File: src/rtl/rf_wb_arbiter_if.sv
// Bundle of writeback, multi-cycle result, decode-check and register-file write signals.
// The arbiter takes the slave view; whatever drives the arbiter takes the master view.
interface rf_wb_arbiter_if;
   logic        a_wen;
   logic [4:0]  a_rw;
   logic [31:0] a_data;
   logic        a_stall;
   logic        b_valid;
   logic        b_ready;
   logic [4:0]  b_rw;
   logic [31:0] b_data;
   logic        issue_en;
   logic [4:0]  issue_rd;
   logic [4:0]  chk_ra;
   logic [4:0]  chk_rb;
   logic        hazard;
   logic        rf_wen;
   logic [4:0]  rf_rw;
   logic [31:0] rf_wdata;

   modport slave (
      input  a_wen, a_rw, a_data, b_valid, b_rw, b_data, issue_en, issue_rd, chk_ra, chk_rb,
      output a_stall, b_ready, hazard, rf_wen, rf_rw, rf_wdata
   );

   modport master (
      output a_wen, a_rw, a_data, b_valid, b_rw, b_data, issue_en, issue_rd, chk_ra, chk_rb,
      input  a_stall, b_ready, hazard, rf_wen, rf_rw, rf_wdata
   );
endinterface

File: src/rtl/rf_wb_arbiter.sv
// Shares the register-file write port between core writeback (A) and FIFO-buffered
// multi-cycle results (B), bounds A's starvation of B, and tracks pending B destinations.
module rf_wb_arbiter #(
   parameter int DEPTH      = 2,
   parameter int STARVE_MAX = 4
) (
   input  logic           clk,
   input  logic           rst,
   rf_wb_arbiter_if.slave bus
);
   localparam int AW = $clog2(DEPTH);
   localparam int CW = $clog2(DEPTH + 1);
   localparam int SW = $clog2(STARVE_MAX + 1);

   logic [4:0]    fifo_rw_q   [DEPTH];
   logic [31:0]   fifo_data_q [DEPTH];
   logic [AW-1:0] rd_ptr_q, rd_ptr_d;
   logic [AW-1:0] wr_ptr_q, wr_ptr_d;
   logic [CW-1:0] count_q, count_d;
   logic [SW-1:0] starve_q, starve_d;
   logic [31:0]   pending_q, pending_d;
   logic          push_s, pop_s, empty_s, starved_s;
   logic [4:0]    head_rw_s;
   logic [31:0]   head_data_s;

   assign head_rw_s   = fifo_rw_q[rd_ptr_q];
   assign head_data_s = fifo_data_q[rd_ptr_q];
   assign bus.b_ready = (count_q != CW'(DEPTH));
   assign bus.hazard  = pending_q[bus.chk_ra] | pending_q[bus.chk_rb];

   // Write-port arbitration: A wins unless it is idle or B has lost STARVE_MAX times in a row
   always_comb begin
      empty_s      = (count_q == {CW{1'b0}});
      starved_s    = (starve_q >= SW'(STARVE_MAX));
      push_s       = bus.b_valid & bus.b_ready & (bus.b_rw != 5'd0);
      pop_s        = 1'b0;
      bus.a_stall  = 1'b0;
      bus.rf_wen   = 1'b0;
      bus.rf_rw    = 5'd0;
      bus.rf_wdata = 32'd0;
      starve_d     = starve_q;
      if (!rst) begin
         starve_d = {SW{1'b0}};
      end else if (empty_s) begin
         starve_d = {SW{1'b0}};
         if (bus.a_wen) begin
            bus.rf_wen   = 1'b1;
            bus.rf_rw    = bus.a_rw;
            bus.rf_wdata = bus.a_data;
         end else begin
            bus.rf_wen   = 1'b0;
         end
      end else if (!bus.a_wen || starved_s) begin
         pop_s        = 1'b1;
         bus.a_stall  = bus.a_wen;
         bus.rf_wen   = 1'b1;
         bus.rf_rw    = head_rw_s;
         bus.rf_wdata = head_data_s;
         starve_d     = {SW{1'b0}};
      end else begin
         bus.rf_wen   = 1'b1;
         bus.rf_rw    = bus.a_rw;
         bus.rf_wdata = bus.a_data;
         starve_d     = starve_q + SW'(1);
      end
   end

   // FIFO bookkeeping and pending scoreboard; a same-cycle issue overrides the pop's clear
   always_comb begin
      wr_ptr_d  = wr_ptr_q + AW'(push_s);
      rd_ptr_d  = rd_ptr_q + AW'(pop_s);
      count_d   = count_q + CW'(push_s) - CW'(pop_s);
      pending_d = pending_q;
      if (pop_s) begin
         pending_d[head_rw_s] = 1'b0;
      end else begin
         pending_d = pending_q;
      end
      if (bus.issue_en && (bus.issue_rd != 5'd0)) begin
         pending_d[bus.issue_rd] = 1'b1;
      end else begin
         pending_d = pending_d;
      end
      pending_d[0] = 1'b0;
   end

   // State registers and FIFO storage
   always_ff @(posedge clk or negedge rst) begin
      if (!rst) begin
         rd_ptr_q  <= {AW{1'b0}};
         wr_ptr_q  <= {AW{1'b0}};
         count_q   <= {CW{1'b0}};
         starve_q  <= {SW{1'b0}};
         pending_q <= 32'd0;
         for (int i = 0; i < DEPTH; i++) begin
            fifo_rw_q[i]   <= 5'd0;
            fifo_data_q[i] <= 32'd0;
         end
      end else begin
         rd_ptr_q  <= rd_ptr_d;
         wr_ptr_q  <= wr_ptr_d;
         count_q   <= count_d;
         starve_q  <= starve_d;
         pending_q <= pending_d;
         if (push_s) begin
            fifo_rw_q[wr_ptr_q]   <= bus.b_rw;
            fifo_data_q[wr_ptr_q] <= bus.b_data;
         end
      end
   end
endmodule

File: src/flat_wrapper.sv
// flat-port wrapper written by rule: the top's interface ports become plain ports
module rf_wb_arbiter_flat 
#(
   parameter int DEPTH      = 2,
   parameter int STARVE_MAX = 4
)
  (clk, rst, bus_a_wen, bus_a_rw, bus_a_data, bus_b_valid, bus_b_rw, bus_b_data, bus_issue_en, bus_issue_rd, bus_chk_ra, bus_chk_rb, bus_a_stall, bus_b_ready, bus_hazard, bus_rf_wen, bus_rf_rw, bus_rf_wdata);
  rf_wb_arbiter_if bus_i ();
  input  logic clk;
  input  logic rst;
  input wire logic [$bits(bus_i.a_wen)-1:0] bus_a_wen;
  input wire logic [$bits(bus_i.a_rw)-1:0] bus_a_rw;
  input wire logic [$bits(bus_i.a_data)-1:0] bus_a_data;
  input wire logic [$bits(bus_i.b_valid)-1:0] bus_b_valid;
  input wire logic [$bits(bus_i.b_rw)-1:0] bus_b_rw;
  input wire logic [$bits(bus_i.b_data)-1:0] bus_b_data;
  input wire logic [$bits(bus_i.issue_en)-1:0] bus_issue_en;
  input wire logic [$bits(bus_i.issue_rd)-1:0] bus_issue_rd;
  input wire logic [$bits(bus_i.chk_ra)-1:0] bus_chk_ra;
  input wire logic [$bits(bus_i.chk_rb)-1:0] bus_chk_rb;
  output wire logic [$bits(bus_i.a_stall)-1:0] bus_a_stall;
  output wire logic [$bits(bus_i.b_ready)-1:0] bus_b_ready;
  output wire logic [$bits(bus_i.hazard)-1:0] bus_hazard;
  output wire logic [$bits(bus_i.rf_wen)-1:0] bus_rf_wen;
  output wire logic [$bits(bus_i.rf_rw)-1:0] bus_rf_rw;
  output wire logic [$bits(bus_i.rf_wdata)-1:0] bus_rf_wdata;
  assign bus_i.a_wen = bus_a_wen;
  assign bus_i.a_rw = bus_a_rw;
  assign bus_i.a_data = bus_a_data;
  assign bus_i.b_valid = bus_b_valid;
  assign bus_i.b_rw = bus_b_rw;
  assign bus_i.b_data = bus_b_data;
  assign bus_i.issue_en = bus_issue_en;
  assign bus_i.issue_rd = bus_issue_rd;
  assign bus_i.chk_ra = bus_chk_ra;
  assign bus_i.chk_rb = bus_chk_rb;
  assign bus_a_stall = bus_i.a_stall;
  assign bus_b_ready = bus_i.b_ready;
  assign bus_hazard = bus_i.hazard;
  assign bus_rf_wen = bus_i.rf_wen;
  assign bus_rf_rw = bus_i.rf_rw;
  assign bus_rf_wdata = bus_i.rf_wdata;
  rf_wb_arbiter #(.DEPTH(DEPTH), .STARVE_MAX(STARVE_MAX)) u_core (.clk(clk), .rst(rst), .bus(bus_i));
endmodule
File: config.mk
export PLATFORM = sky130hd
export DESIGN_NAME = rf_wb_arbiter_flat
export DESIGN_NICKNAME = d
export VERILOG_FILES = /design/src/rtl/rf_wb_arbiter_if.sv /design/src/rtl/rf_wb_arbiter.sv /design/src/flat_wrapper.sv
export SDC_FILE = /design/constraint.sdc
export NUM_CORES = 1
export LEC_CHECK = 0
export ABC_AREA = 1
export CAP_MARGIN = 20
export CELL_PAD_IN_SITES_DETAIL_PLACEMENT = 0
export CELL_PAD_IN_SITES_GLOBAL_PLACEMENT = 1
export CORE_MARGIN = 10
export CORE_UTILIZATION = 37
export DETAILED_ROUTE_END_ITERATION = 6
export PLACE_DENSITY_LB_ADDON = 0.1
export SLEW_MARGIN = 20
export SYNTH_ARGS = -nofsm -noshare
export SYNTH_HDL_FRONTEND = slang
export SYNTH_SLANG_ARGS = --single-unit
export TNS_END_PERCENT = 1
File: constraint.sdc
create_clock -name clk -period 2.5 [get_ports clk]
set_input_delay 0.5 -clock clk [delete_from_list [all_inputs] [get_ports clk]]
set_output_delay 0.5 -clock clk [all_outputs]
set_load 0.02 [all_outputs]
==> metrics.csv, run 1 <==
stage;metric;value;unit
cells_and_area;Total Nets Final;1001;
drt;drt via density;4.92;
clock_tree;Max H-tree Level;3;
flow_run;maxcap violations;0;
pwr;peak supply drop;514;uV
logic_synthesis;Seq cells post-synth;112;
global_route;vias in the first global route;5722;
timing;Slew headroom;0.540;
timing;final setup margin;27.0;ps
timing;skew final;5.83;ps
critical_path;worst-path maximum fanout;20;
critical_path;worst endpoint required time;2000;ps
die;die area;21800;um^2
clock_tree;clock buffer depth;2;
cells_and_area;Finished Core Util;0.508;
global_route;GRT overflow;0;
critical_path;sum of buffers and inverters on the critical path;4;
clock_tree;postcts setup bufs;0;
clock_tree;CTS Sinks;112;
drt;vias;5525;
cells_and_area;sequential standard cell area;2800;um^2
global_route;antenna violations before repair;0;
die;Initial Utilization;0.379;
die;chip height;148;um
cells_and_area;fillers;1588;
critical_path;CP endpoint kind;output pin;
die;Std-Cell Rows;46;
place;dpl hpwl;14.0;mm
die;number of I/O pins;135;
die;die width;148;um
logic_synthesis;synth top area cells;dfrtp_1 (46%), nand2_1 (9.4%), inv_1 (7.7%);
timing;period utilization;0.989;
die;core footprint;15900;um^2
cells_and_area;Design Area, Final;8110;um^2
cells_and_area;commonest non-fill, non-tap cell in the layout;nand2_1;
timing;actual slew at the worst max-slew pin;690;ps
cells_and_area;fraction of layout instances using a drive strength above 1;0.136;
clock_tree;CTS Root Cell;clkbuf_16;
logic_synthesis;Synthesized Nets;852;
place;Post-DP Area;7900;um^2
place;Port Buf Inserts;134;
critical_path;sequence of cells on the critical path;clkdlybuf4s50_1 -> inv_1 -> nor2_2 -> nor2_4 -> nand2_2 -> buf_12 -> o22ai_1 -> dlygate4sd2_1;
cells_and_area;footprint of the multi-input gates;2590;um^2
outcome;status;completed;
drt;Remaining DRCs;0;
timing;Final Hold Vio Count;0;
logic_synthesis;Yosys top cell by area;dfrtp_1;
drt;drt initial violations;358;
place;Placer Congestion;0.905;
logic_synthesis;YS warnings;0;
timing;post-route minimum period;2470;ps
clock_tree;clk_lat worst skew;350;ps
drt;drt wl/cell;16.0;um
critical_path;Crit path largest cell delay;480;ps
pwr;power per cell area;1040;nW/um^2
cells_and_area;P&R area growth vs syn;34.1;%
global_route;pin count of the biggest net entering global routing;56;
critical_path;Top delay family on crit path;buffers and inverters;
logic_synthesis;synthesized instance count;753;
clock_tree;clock transition at the registers of the reported paths;70;ps
critical_path;Setup CP Type;in2out;
drt;antenna viol nets, final;0;
logic_synthesis;syn_area_per_cell;8.03;um^2
global_route;Total Routing Usage GR;0.167;
global_route;first-pass GRT wire length;29.7;mm
timing;RSZ-0062 raised after global routing;yes;
drt;Routed WL;17.9;mm
critical_path;critical path launch point type;input pin;
timing;endpoints failing setup;0;
clock_tree;CTS tree;done;
logic_synthesis;Netlist cell types;34;
place;pre-CTS setup slack;-360;ps
logic_synthesis;post-synth top area share;0.464;
timing;Max Slew Vio Count;0;
logic_synthesis;Netlist Area Pre-Place;6040;um^2
critical_path;worst path arrival time;1970;ps
worst_hold_path;worst min path class;in2async;
critical_path;critical path's slowest cell;clkdlybuf4s50_1;
pwr;leakage power;3.89;nW
cells_and_area;commonest non-fill, non-tap cells in the layout;nand2_1 (152), inv_1 (123), dfrtp_1 (111), clkdlybuf4s50_1 (92), o21ai_0 (71);
clock_tree;cts bufs inserted;9;
timing;Fmax achieved;0.404;GHz
logic_synthesis;post-synthesis sequential area ratio;0.464;
drt;first-pass iteration count of the detailed router;5;
## area by class of cell
cell class	instances	area share
antenna	1	0.000309
clock buffer	12	0.0316
clock inverter	3	0.00216
inverter	127	0.0588
multi-input combinational	479	0.320
sequential	112	0.346
tap	216	0.0333
timing repair buffer	173	0.208
## sequential cells by signal, indices dropped and copies added (netlist names)
signal,cells
u_core.rd_ptr_q,1
u_core.fifo_data_q,64
u_core.pending_q,31
u_core.starve_q,3
u_core.count_q,2
u_core.wr_ptr_q,1
u_core.fifo_rw_q,10
## layer usage
| metal | share of wire | track usage |
|---|---|---|
| met5 | 0 | 0 |
| met4 | 0.011 | 0.0387 |
| met3 | 0.066 | 0.0482 |
| met2 | 0.46 | 0.266 |
| met1 | 0.46 | 0.219 |
## cells by family (layout without fill, tap and decap cells)
kind of cell / count (synthesis) / count (layout) / share of synthesized area
muxes: 36 / 36 / 0.0671
xor gates and xnor gates: 3 / 3 / 0.00435
other: 0 / 1 / 0
adders and majority gates: 5 / 5 / 0.0103
DFF: 112 / 112 / 0.464
and+or+nand+nor: 255 / 255 / 0.182
buffers and inverters: 162 / 315 / 0.109
AOI/OAI and AO/OA: 180 / 180 / 0.163
## Yosys cell counts, drive strengths merged
master  count
o22ai      34
buf        26
or2         1
a221oi      1
o21ai     129
xnor2       2
nand2     158
nor2       25
nor3        2
a211oi      1
nand4       2
nand3      67
xor2        1
mux2       36
a21oi      11
o211ai      2
o31ai       2
inv       127
dfrtp     112
clkbuf      9
ha          5
## path summary, 6_finish.rpt
path                               startpoint                     end  slack [ps]  cells after the start
max                                 bus_a_wen        bus_rf_wdata[13]          30                      8
min                                       rst       u_core.count_q[1]          90                      2
max reg2reg                 u_core.count_q[1]    u_core.pending_q[26]         670                      9
max in group asynchronous                 rst  u_core.fifo_data_q[59]        1140                      3
min in group clk           u_core.starve_q[0]      u_core.starve_q[0]         450                      1
min reg2reg                u_core.starve_q[0]      u_core.starve_q[0]         450                      1
## per-stage QoR
step	TNS [ps]	total power, mW	std cells	hold WS (ps)
final	0	8.44	1123	95.0
after global routing	-1360	9.17	1122	88.7
after global placement	-9600	7.13	1107	431
after detailed placement	-9950	7.26	1107	442
after floorplan	0	5.69	753	204
after CTS	0	8.53	1122	88.1
## where the power goes
| group | switching [mW] | internal (mW) | total (mW) |
|---|---|---|---|
| Combinational | 2.17 | 1.65 | 3.82 |
| Clock | 0.623 | 0.722 | 1.34 |
| Sequential | 0.560 | 2.71 | 3.27 |
## timing repair
action / CTS / global route
endpoints found under the setup margin: 39 / 37
gates resized for setup: 45 / 20
hold buffers: 0 / 0
hold endpoints to repair: 0 / 0
No activity file was read; power rests on OpenSTA's default activity.
==> inputs of run 2 (changes only) <==
--- a/config.mk
+++ b/config.mk
@@ -13,7 +13,6 @@
 export CORE_UTILIZATION = 37
 export DETAILED_ROUTE_END_ITERATION = 6
 export PLACE_DENSITY_LB_ADDON = 0.1
-export SLEW_MARGIN = 20
 export SYNTH_ARGS = -nofsm -noshare
 export SYNTH_HDL_FRONTEND = slang
 export SYNTH_SLANG_ARGS = --single-unit
==> constraint.sdc (replaced) <==
create_clock -name clk -period 2.5 [get_ports clk]
set_input_delay 0.5 -clock clk [delete_from_list [all_inputs] [get_ports clk]]
set_output_delay 0.5 -clock clk [all_outputs]
set_load 0.05 [all_outputs]
==> run 2 against run 1 <==
Die area stayed put. Register-to-register slack hardly changed. Fmax is 0.69% lower. Clock skew is 2.7 ps higher. Highest routed layer unchanged. Critical path depth stayed put. Sequential cell count stayed put. Power is 9.7% higher. Sequential share of layout area is 1.9 points lower. Critical path type unchanged. Sequential power hardly changed.
==> metrics.csv, run 2 (same netlist as run 1, synthesis figures left out) <==
stage;metric;value;unit
critical_path;Crit path largest cell delay;440;ps
critical_path;Worst R2R End;u_core.pending_q[18];
clock_tree;clk_lat worst skew;350;ps
drt;drt wl/cell;16.6;um
critical_path;worst-path maximum fanout;14;
die;core footprint;15900;um^2
clock_tree;CTS Root Cell;clkbuf_16;
critical_path;origin of the critical flop-to-flop path;u_core.count_q[1];
clock_tree;clock transition at the registers of the reported paths;70;ps
cells_and_area;number of flip-flops in the largest register;64;
pwr;clock share of power;0.149;
drt;vias;5487;
die;chip height;148;um
die;number of I/O pins;135;
place;dpl hpwl;14.3;mm
timing;endpoints failing setup;0;
cells_and_area;sequential standard cell area;2810;um^2
pwr;Sw Ratio;0.412;
global_route;vias in the first global route;5557;
critical_path;sum of buffers and inverters on the critical path;4;
clock_tree;CTS Sinks;112;
critical_path;critical path launch point type;input pin;
timing;skew final;8.53;ps
critical_path;reg-to-reg slack, setup;660;ps
global_route;antenna violations before repair;0;
outcome;status;completed;
critical_path;Setup CP Type;in2out;
timing;RSZ-0062 raised after global routing;yes;
critical_path;worst endpoint required time;2000;ps
critical_path;Top delay family on crit path;buffers and inverters;
drt;first-pass iteration count of the detailed router;5;
drt;Routed WL;18.6;mm
pwr;Pint;5.44;mW
cells_and_area;P&R area growth vs syn;42.0;%
timing;Max Slew Vio Count;0;
timing;Fmax achieved;0.402;GHz
global_route;GRT overflow;0;
cells_and_area;commonest non-fill, non-tap cell in the layout;nand2_1;
cells_and_area;register bank with the most flops;u_core.fifo_data_q;
pwr;Total Power;9.25;mW
clock_tree;CTS tree;done;
flow_run;maxcap violations;0;
cells_and_area;fraction of layout instances using a drive strength above 1;0.177;
critical_path;critical path's slowest cell;clkdlybuf4s50_1;
cells_and_area;Total Nets Final;998;
timing;final hold slack;276;ps
pwr;combinational power share;0.500;
place;Placer Congestion;0.853;
die;die width;148;um
global_route;pin count of the biggest net entering global routing;75;
timing;post-route minimum period;2490;ps
drt;antenna viol nets, final;0;
cells_and_area;ant diodes;0;
global_route;first-pass GRT wire length;30.2;mm
drt;drt initial violations;267;
pwr;sequential group share of total power;0.352;
timing;period utilization;0.996;
pwr;power per cell area;1080;nW/um^2
pwr;peak supply drop;497;uV
pwr;sw power;3.82;mW
timing;actual slew at the worst max-slew pin;919;ps
cells_and_area;Top Registers;u_core.fifo_data_q x64, u_core.pending_q x31, u_core.fifo_rw_q x10;
timing;Slew headroom;0.388;
critical_path;CP endpoint kind;output pin;
die;die area;21800;um^2
worst_hold_path;worst min path class;in2async;
clock_tree;clock buffer depth;2;
critical_path;worst path arrival time;1990;ps
cells_and_area;footprint of the multi-input gates;2650;um^2
die;Std-Cell Rows;46;
clock_tree;cts bufs inserted;9;
global_route;Total Routing Usage GR;0.170;
pwr;leakage power;3.95;nW
place;Port Buf Inserts;134;
drt;drt via density;4.90;
clock_tree;Max H-tree Level;3;
cells_and_area;fillers;1511;
drt;Remaining DRCs;0;
timing;Final Hold Vio Count;0;
critical_path;sequence of cells on the critical path;clkdlybuf4s50_1 -> inv_1 -> nor2_4 -> nor2_4 -> nand2_4 -> buf_12 -> o211ai_1 -> buf_12;
cells_and_area;commonest non-fill, non-tap cells in the layout;nand2_1 (152), inv_1 (119), dfrtp_1 (111), clkdlybuf4s50_1 (91), o21ai_0 (71);
place;placed insts;1101;
cells_and_area;non-filler cells, final;1119;
critical_path;FF-to-FF path depth;9;
die;Initial Utilization;0.379;
-- run 2: worst max path at each step --
stage | start | depth (start not counted) | endpoint
final | bus_a_wen | 8 | bus_rf_rw[1]
after global routing | bus_a_wen | 8 | bus_rf_rw[1]
after CTS | bus_a_wen | 7 | bus_rf_rw[2]
after detailed placement | bus_a_wen | 8 | bus_rf_rw[1]
after global placement | bus_a_wen | 8 | bus_rf_rw[1]
after floorplan | bus_a_wen | 4 | bus_rf_wdata[30]
-- run 2: routing by layer --
metal  share of wire  up-vias  track usage
li1                -     2757            -
met1            0.45     2581        0.216
met2            0.48      132        0.281
met3           0.066       17       0.0498
met4           0.010        0       0.0352
met5               0        -            0
-- run 2: layout make-up --
class | instances | share of cell area
clock buffers | 11 | 0.0294
clock inverters | 4 | 0.00335
inverters | 127 | 0.0560
multi-input cells | 479 | 0.309
flip-flops and latches | 112 | 0.327
well taps | 216 | 0.0315
repair buffers | 170 | 0.244
-- run 2: stage by stage --
step                      cell area [um^2]   util  worst slack [ps]  TNS, ps
after floorplan                       6050      -              26.3        0
after global placement                8210  0.515              -108    -1560
after detailed placement              8210  0.515              -110    -1310
after CTS                             8530  0.535              3.29        0
after global routing                  8590  0.539             -35.0    -35.0
final                                 8590  0.539              9.97        0
-- run 2: power by group through the flow --
stage               Clock, mW  Sequential (mW)  Combinational, mW
global route             1.51             3.37               5.11
finish                   1.38             3.25               4.62
floorplan                   0             3.04               3.03
detailed placement          0             3.30               4.61
global placement            0             3.24               4.55
CTS                      1.42             3.26               4.65
-- run 2: what timing repair did --
item | CTS | global route
setup endpoints to repair | 36 | 24
buffers inserted | 1 | 0
hold buffers | 1 | 0
resized for setup | 7 | 13
gates cloned | 0 | 1
hold endpoints to repair | 7 | 0
==> edit 1, RTL diff (flow settings as in run 1) <==
`STARVE_MAX` is set to 4 in 2 places; all go to 2.
--- a/src/rtl/rf_wb_arbiter.sv
+++ b/src/rtl/rf_wb_arbiter.sv
@@ -3,5 +3,5 @@
 module rf_wb_arbiter #(
    parameter int DEPTH      = 2,
-   parameter int STARVE_MAX = 4
+   parameter int STARVE_MAX = 2
 ) (
    input  logic           clk,
--- a/src/flat_wrapper.sv
+++ b/src/flat_wrapper.sv
@@ -3,5 +3,5 @@
 #(
    parameter int DEPTH      = 2,
-   parameter int STARVE_MAX = 4
+   parameter int STARVE_MAX = 2
 )
   (clk, rst, bus_a_wen, bus_a_rw, bus_a_data, bus_b_valid, bus_b_rw, bus_b_data, bus_issue_en, bus_issue_rd, bus_chk_ra, bus_chk_rb, bus_a_stall, bus_b_ready, bus_hazard, bus_rf_wen, bus_rf_rw, bus_rf_wdata);
Check against the original RTL: not equivalent (Yosys sat finds a counterexample within 4 cycles, from zero or initial values and one cycle with rst low).
==> edit 1 against run 1 <==
  * Final area is 2.6% higher
  * Sequential cell count down 1
  * Non-clock buffer count shrank 2
  * Area after synthesis rose by 5.0%
  * Power grew 11%
  * Count of clock-buffer cells in the layout shrank 2
  * Clock power up 18%
  * Setup slack worse by 0.0021 ns
  * Routed wire length is 7.4% higher
  * Fmax barely moved
  * Largest cell class is now multi-input gates
  * Largest power group unchanged
==> edit 1: results (changes against run 1) <==
Iteration-0 DRC Markers: 373 (+4.2%)
Synth Area in Compound Gates: 19.7% (+3.4 points)
Place WS: -0.403 ns (-0.0433 ns)
ant diodes: 0 (-1)
DP HPWL: 14900 um (+6.4%)
status: finished, final reports clean
vias in the first global route: 6057 (+5.9%)
fraction of layout cells with a size suffix above 1: 15.9% (+2.3 points)
M1 wire length: 8530 um (+2.6%)
met2 GRT Util: 27.7% (+1.0 points)
Mapped Nets: 913 (+7.2%)
clk_skew: 0.00496 ns (-0.000876 ns)
Pwr Total: 9.39 mW (+11%)
Distinct cells, synth: 33 (-2.9%)
XOR/XNOR Fraction of Synth Area: 0.414% (-0.021 points)
metal2 WL: 8950 um (+8.5%)
top cells by count, synth: nand2_1, dfrtp_1, o21ai_0
via count: 6039 (+9.3%)
fill count: 1634 (+2.9%)
Internal: 5.46 mW (+7.4%)
DR WL met3: 1570 um (+32%)
met3 GRT Util: 6.09% (+1.3 points)
met1 usage in global routing: 22.0% (+0.12 points)
dpl cell area: 0.00813 sq mm (+2.9%)
clock group total power: 1.58 mW (+18%)
RePlAce Congestion: 0.883 (-2.4%)
P_leak: 3.84 nW (-1.5%)
Seq cells post-synth: 111 (-0.89%)
VDD IR max: 529 uV (+3.0%)
sequential-to-total area share from yosys stat: 43.8% (-2.6 points)
Global Route Usage Sum: 17.3% (+0.56 points)
worst slew pin tran: 0.817 ns (+0.127 ns)
post-layout net count: 1051 (+5.0%)
maximum fanout along the worst path: 17 (-15%)
post-synthesis adder-cell area fraction: 0.788% (-0.25 points)
edit 1: changes by cell type after synthesis, sizes merged, moves of 3 or more:
cell	before	now
a21oi	11	61
nand2	158	198
o22ai	34	0
o21ai	129	162
inv	127	95
clkbuf	9	23
nor2	25	13
buf	26	21
a31oi	0	4
o211ai	2	5
edit 1: critical path: stages:
cell and delay, ns:
clkdlybuf4s50_1 0.48, buf_4 0.21, nand2_1 0.07, nand2_1 0.07, nand2_1 0.05, nand3_1 0.07
nand3_1 0.08, nand3_1 0.09, nand2_1 0.05, nand2_1 0.05, clkdlybuf4s15_2 0.25
edit 1: layout make-up:
type                    count  area, sq um  area share (%)
inverters                  96          363            4.36
repair buffers            171         1560            18.7
clock buffers              10          239            2.87
clock inverters             6         91.3            1.10
flip-flops and latches    111         2780            33.4
well taps                 220          275            3.31
multi-input cells         564         3020            36.2
edit 1: kinds of logic after synthesis:
group	count (synthesis)
xor gates and xnor gates	3
AOI/OAI and AO/OA	237
adders and majority gates	4
muxes	37
buffers and inverters	140
DFF	111
and+or+nand+nor	283
edit 1: path summary, 6_finish.rpt:
path	start	endpoint	slack, ns	cells after the start
worst max register to register	u_core.starve_q[0]	u_core.pending_q[9]	0.67	11
worst min-delay path	rst	u_core.fifo_data_q[52]	0.1	2
max in group asynchronous	rst	u_core.rd_ptr_q	0.92	3
worst min register to register	u_core.starve_q[0]	u_core.starve_q[0]	0.44	1
min in group clk	u_core.starve_q[0]	u_core.starve_q[0]	0.44	1
worst max-delay path	bus_chk_ra[0]	bus_hazard	0.02	11
edit 1: repair_timing:
action	in CTS	in global routing
gates resized for setup	121	38
setup endpoints to repair	39	39
hold buffers	0	0
endpoints found under the hold margin	0	0
setup buffers	0	0
pin swaps	2	1
==> edit 2, RTL diff (settings of run 1) <==
Made on the original files. Take the reset off `pending_q` and load it in a clocked block of its own.
--- a/src/rtl/rf_wb_arbiter.sv
+++ b/src/rtl/rf_wb_arbiter.sv
@@ -92,5 +92,4 @@
          count_q   <= {CW{1'b0}};
          starve_q  <= {SW{1'b0}};
-         pending_q <= 32'd0;
          for (int i = 0; i < DEPTH; i++) begin
             fifo_rw_q[i]   <= 5'd0;
@@ -102,5 +101,4 @@
          count_q   <= count_d;
          starve_q  <= starve_d;
-         pending_q <= pending_d;
          if (push_s) begin
             fifo_rw_q[wr_ptr_q]   <= bus.b_rw;
@@ -109,4 +107,8 @@
       end
    end
+
+   always_ff @(posedge clk) begin
+      pending_q <= pending_d;
+   end
 endmodule
 
Function: changed (Yosys sat finds a counterexample within 4 cycles, from zero or initial values and one cycle with rst low).
==> edit 2 against run 1 <==
  * Area after synthesis is 2.6% lower
  * Final area down 2.5%
  * Power is 0.36% lower
  * Sequential share of layout area shrank 1.1 points
  * First-iteration DRC count decreased by 25%
  * Die area is 2.2% lower
  * Via count rose by 0.27%
  * Sequential cell count is the same
  * Setup slack hardly changed
  * Routed wire length down 0.88%
  * Combinational power fell by 1%
  * Critical endpoint is now bus_rf_wdata[23]
  * Largest cell class unchanged
  * Highest routed layer unchanged
==> edit 2: results (changes against run 1) <==
wire per inst: 15.9 um (-0.70%)
maximum number of pins on one net before global-route repair: 44 (-21%)
Synth Area in Compound Gates: 16.7% (+0.43 points)
min-delay worst type: in -> async
Distinct cells, synth: 35 (+2.9%)
H-Tree Depth: 3 (unchanged)
crit path DAT: 1.97 ns (about the same)
post-synthesis adder-cell area fraction: 1.06% (+0.027 points)
Top delay family on crit path: buffers and inverters
fraction of layout cells with a size suffix above 1: 13.0% (-0.54 points)
mux share of post-synthesis cell area: 6.88% (+0.18 points)
vias in the first global route: 5549 (-3.0%)
Sw Share: 40.2% (+0.36 points)
first-pass GRT wire length: 28600 um (-3.6%)
VDD IR max: 452 uV (-12%)
largest registers: u_core.fifo_data_q (64), u_core.pending_q (31), u_core.fifo_rw_q (10)
post-layout net count: 1000 (-0.10%)
XOR/XNOR Fraction of Synth Area: 0.446% (+0.011 points)
P_leak: 3.76 nW (-3.4%)
status: finished, final reports clean
clock root buffer: clkbuf_16
via count: 5540 (+0.27%)
post-synthesis async set-or-reset flop share: 72.3% (-28 points)
Max Root-Sink Buffers: 2 (unchanged)
Skew-Pair Late Insertion Delay: 0.36 ns
top cells by count, synth: nand2_1, inv_1, dfrtp_1
maximum fanout along the worst path: 29 (+45%)
dpl cell area: 0.00767 sq mm (-2.9%)
RePlAce Congestion: 0.877 (-3.2%)
clk slew on worst S/H paths: 0.07 ns (about the same)
DR pass1 iterations: 7 (+2)
slowest CP cell: clkdlybuf4s50_1
relative slew slack: 67.4% (+13 points)
clock buffer count from CTS: 9 (unchanged)
initial antenna violation count: 0 (unchanged)
clk_skew: 0.0109 ns (+0.00505 ns)
commonest non-fill, non-tap cell in the layout: nand2_1
sequential-to-total area share from yosys stat: 45.0% (-1.4 points)
Iteration-0 DRC Markers: 268 (-25%)
predominant post-synthesis flop cell: dfrtp_1
IO Port Bufs: 134 (unchanged)
Global Route Usage Sum: 16.4% (-0.28 points)
Mapped Nets: 852 (unchanged)
DP HPWL: 13500 um (-3.3%)
fill count: 1551 (-2.3%)
yosys warns: 0 (unchanged)
ranking of synthesized cells by area: dfrtp_1, dfxtp_1, nand2_1
critical path's largest stage delay: 0.48 ns (about the same)
ant diodes: 0 (-1)
Setup Fix Bufs, Post-CTS: 0 (unchanged)
-- edit 2: path summary, 6_finish.rpt --
| kind | start | to | slack [ns] | cells past startpoint |
|---|---|---|---|---|
| max in group asynchronous | rst | u_core.fifo_data_q[35] | 1.67 | 2 |
| worst min register to register | u_core.starve_q[0] | u_core.starve_q[0] | 0.44 | 1 |
| worst min-delay path | rst | u_core.fifo_data_q[62] | 0.25 | 2 |
| worst max register to register | u_core.count_q[1] | u_core.pending_q[26] | 0.61 | 9 |
| min in group clk | u_core.starve_q[0] | u_core.starve_q[0] | 0.44 | 1 |
| worst max-delay path | bus_a_wen | bus_rf_wdata[23] | 0.03 | 8 |
-- edit 2: worst reg2reg max path, stage by stage, from the launching register on --
cell,delay [ns]
dfrtp_1,0.46
nor2_4,0.10
nor2_4,0.15
nand2_2,0.09
buf_12,0.17
buf_4,0.18
a21oi_2,0.17
nand2_2,0.18
o21ai_1,0.16
o21ai_0,0.11
-- edit 2: metrics by stage --
step / power, mW / cells / hold WS [ns] / worst slack, ns
final: 8.40 / 1121 / 0.249 / 0.0267
after global routing: 9.11 / 1121 / 0.276 / -0.0580
after CTS: 8.50 / 1121 / 0.255 / -0.233
after detailed placement: 7.18 / 1105 / 0.352 / -0.353
after global placement: 7.05 / 1105 / 0.351 / -0.326
after floorplan: 5.70 / 753 / 0.204 / 0.521
-- edit 2: routing by layer --
layer	routed length, um	up-vias	track usage [%]	part of all wire (%)
li1	-	2752	-	-
met4	276	0	5.76	1.6
met2	8110	173	26.2	46
met1	8200	2597	20.9	46
met3	1190	18	4.54	6.7
met5	0	-	0	0
-- edit 2: area by class of cell --
| class | instances | area [sq um] | area share, % |
|---|---|---|---|
| clock buffer | 10 | 239 | 3.02 |
| timing repair buffer | 172 | 1630 | 20.6 |
| clock inverter | 5 | 42.5 | 0.538 |
| tap | 216 | 270 | 3.42 |
| sequential | 112 | 2650 | 33.5 |
| multi-input combinational | 479 | 2600 | 32.9 |
| inverter | 127 | 477 | 6.03 |
-- edit 2: timing repair --
| item | 4_1_cts | 5_1_grt |
|---|---|---|
| resized for setup | 45 | 16 |
| hold buffers | 1 | 0 |
| pin swaps | 0 | 0 |
| endpoints found under the hold margin | 2 | 0 |
| gates cloned | 0 | 0 |
| setup endpoints to repair | 40 | 35 |
-- edit 2: power groups by stage --
stage                     clock network, mW  logic [mW]  registers, mW
final                                  1.39        3.77           3.25
after global routing                   1.50        4.25           3.35
after CTS                              1.43        3.82           3.25
after detailed placement                  0        3.90           3.28
after global placement                    0        3.81           3.24
after floorplan                           0        2.64           3.05
-- edit 2: cell families (layout without fill, tap and decap cells) --
group,Yosys count,in the layout
AOI/OAI and AO/OA,180,180
xor gates and xnor gates,3,3
adders and majority gates,5,5
buffers and inverters,162,314
DFF,112,112
muxes,36,36
and+or+nand+nor,255,255
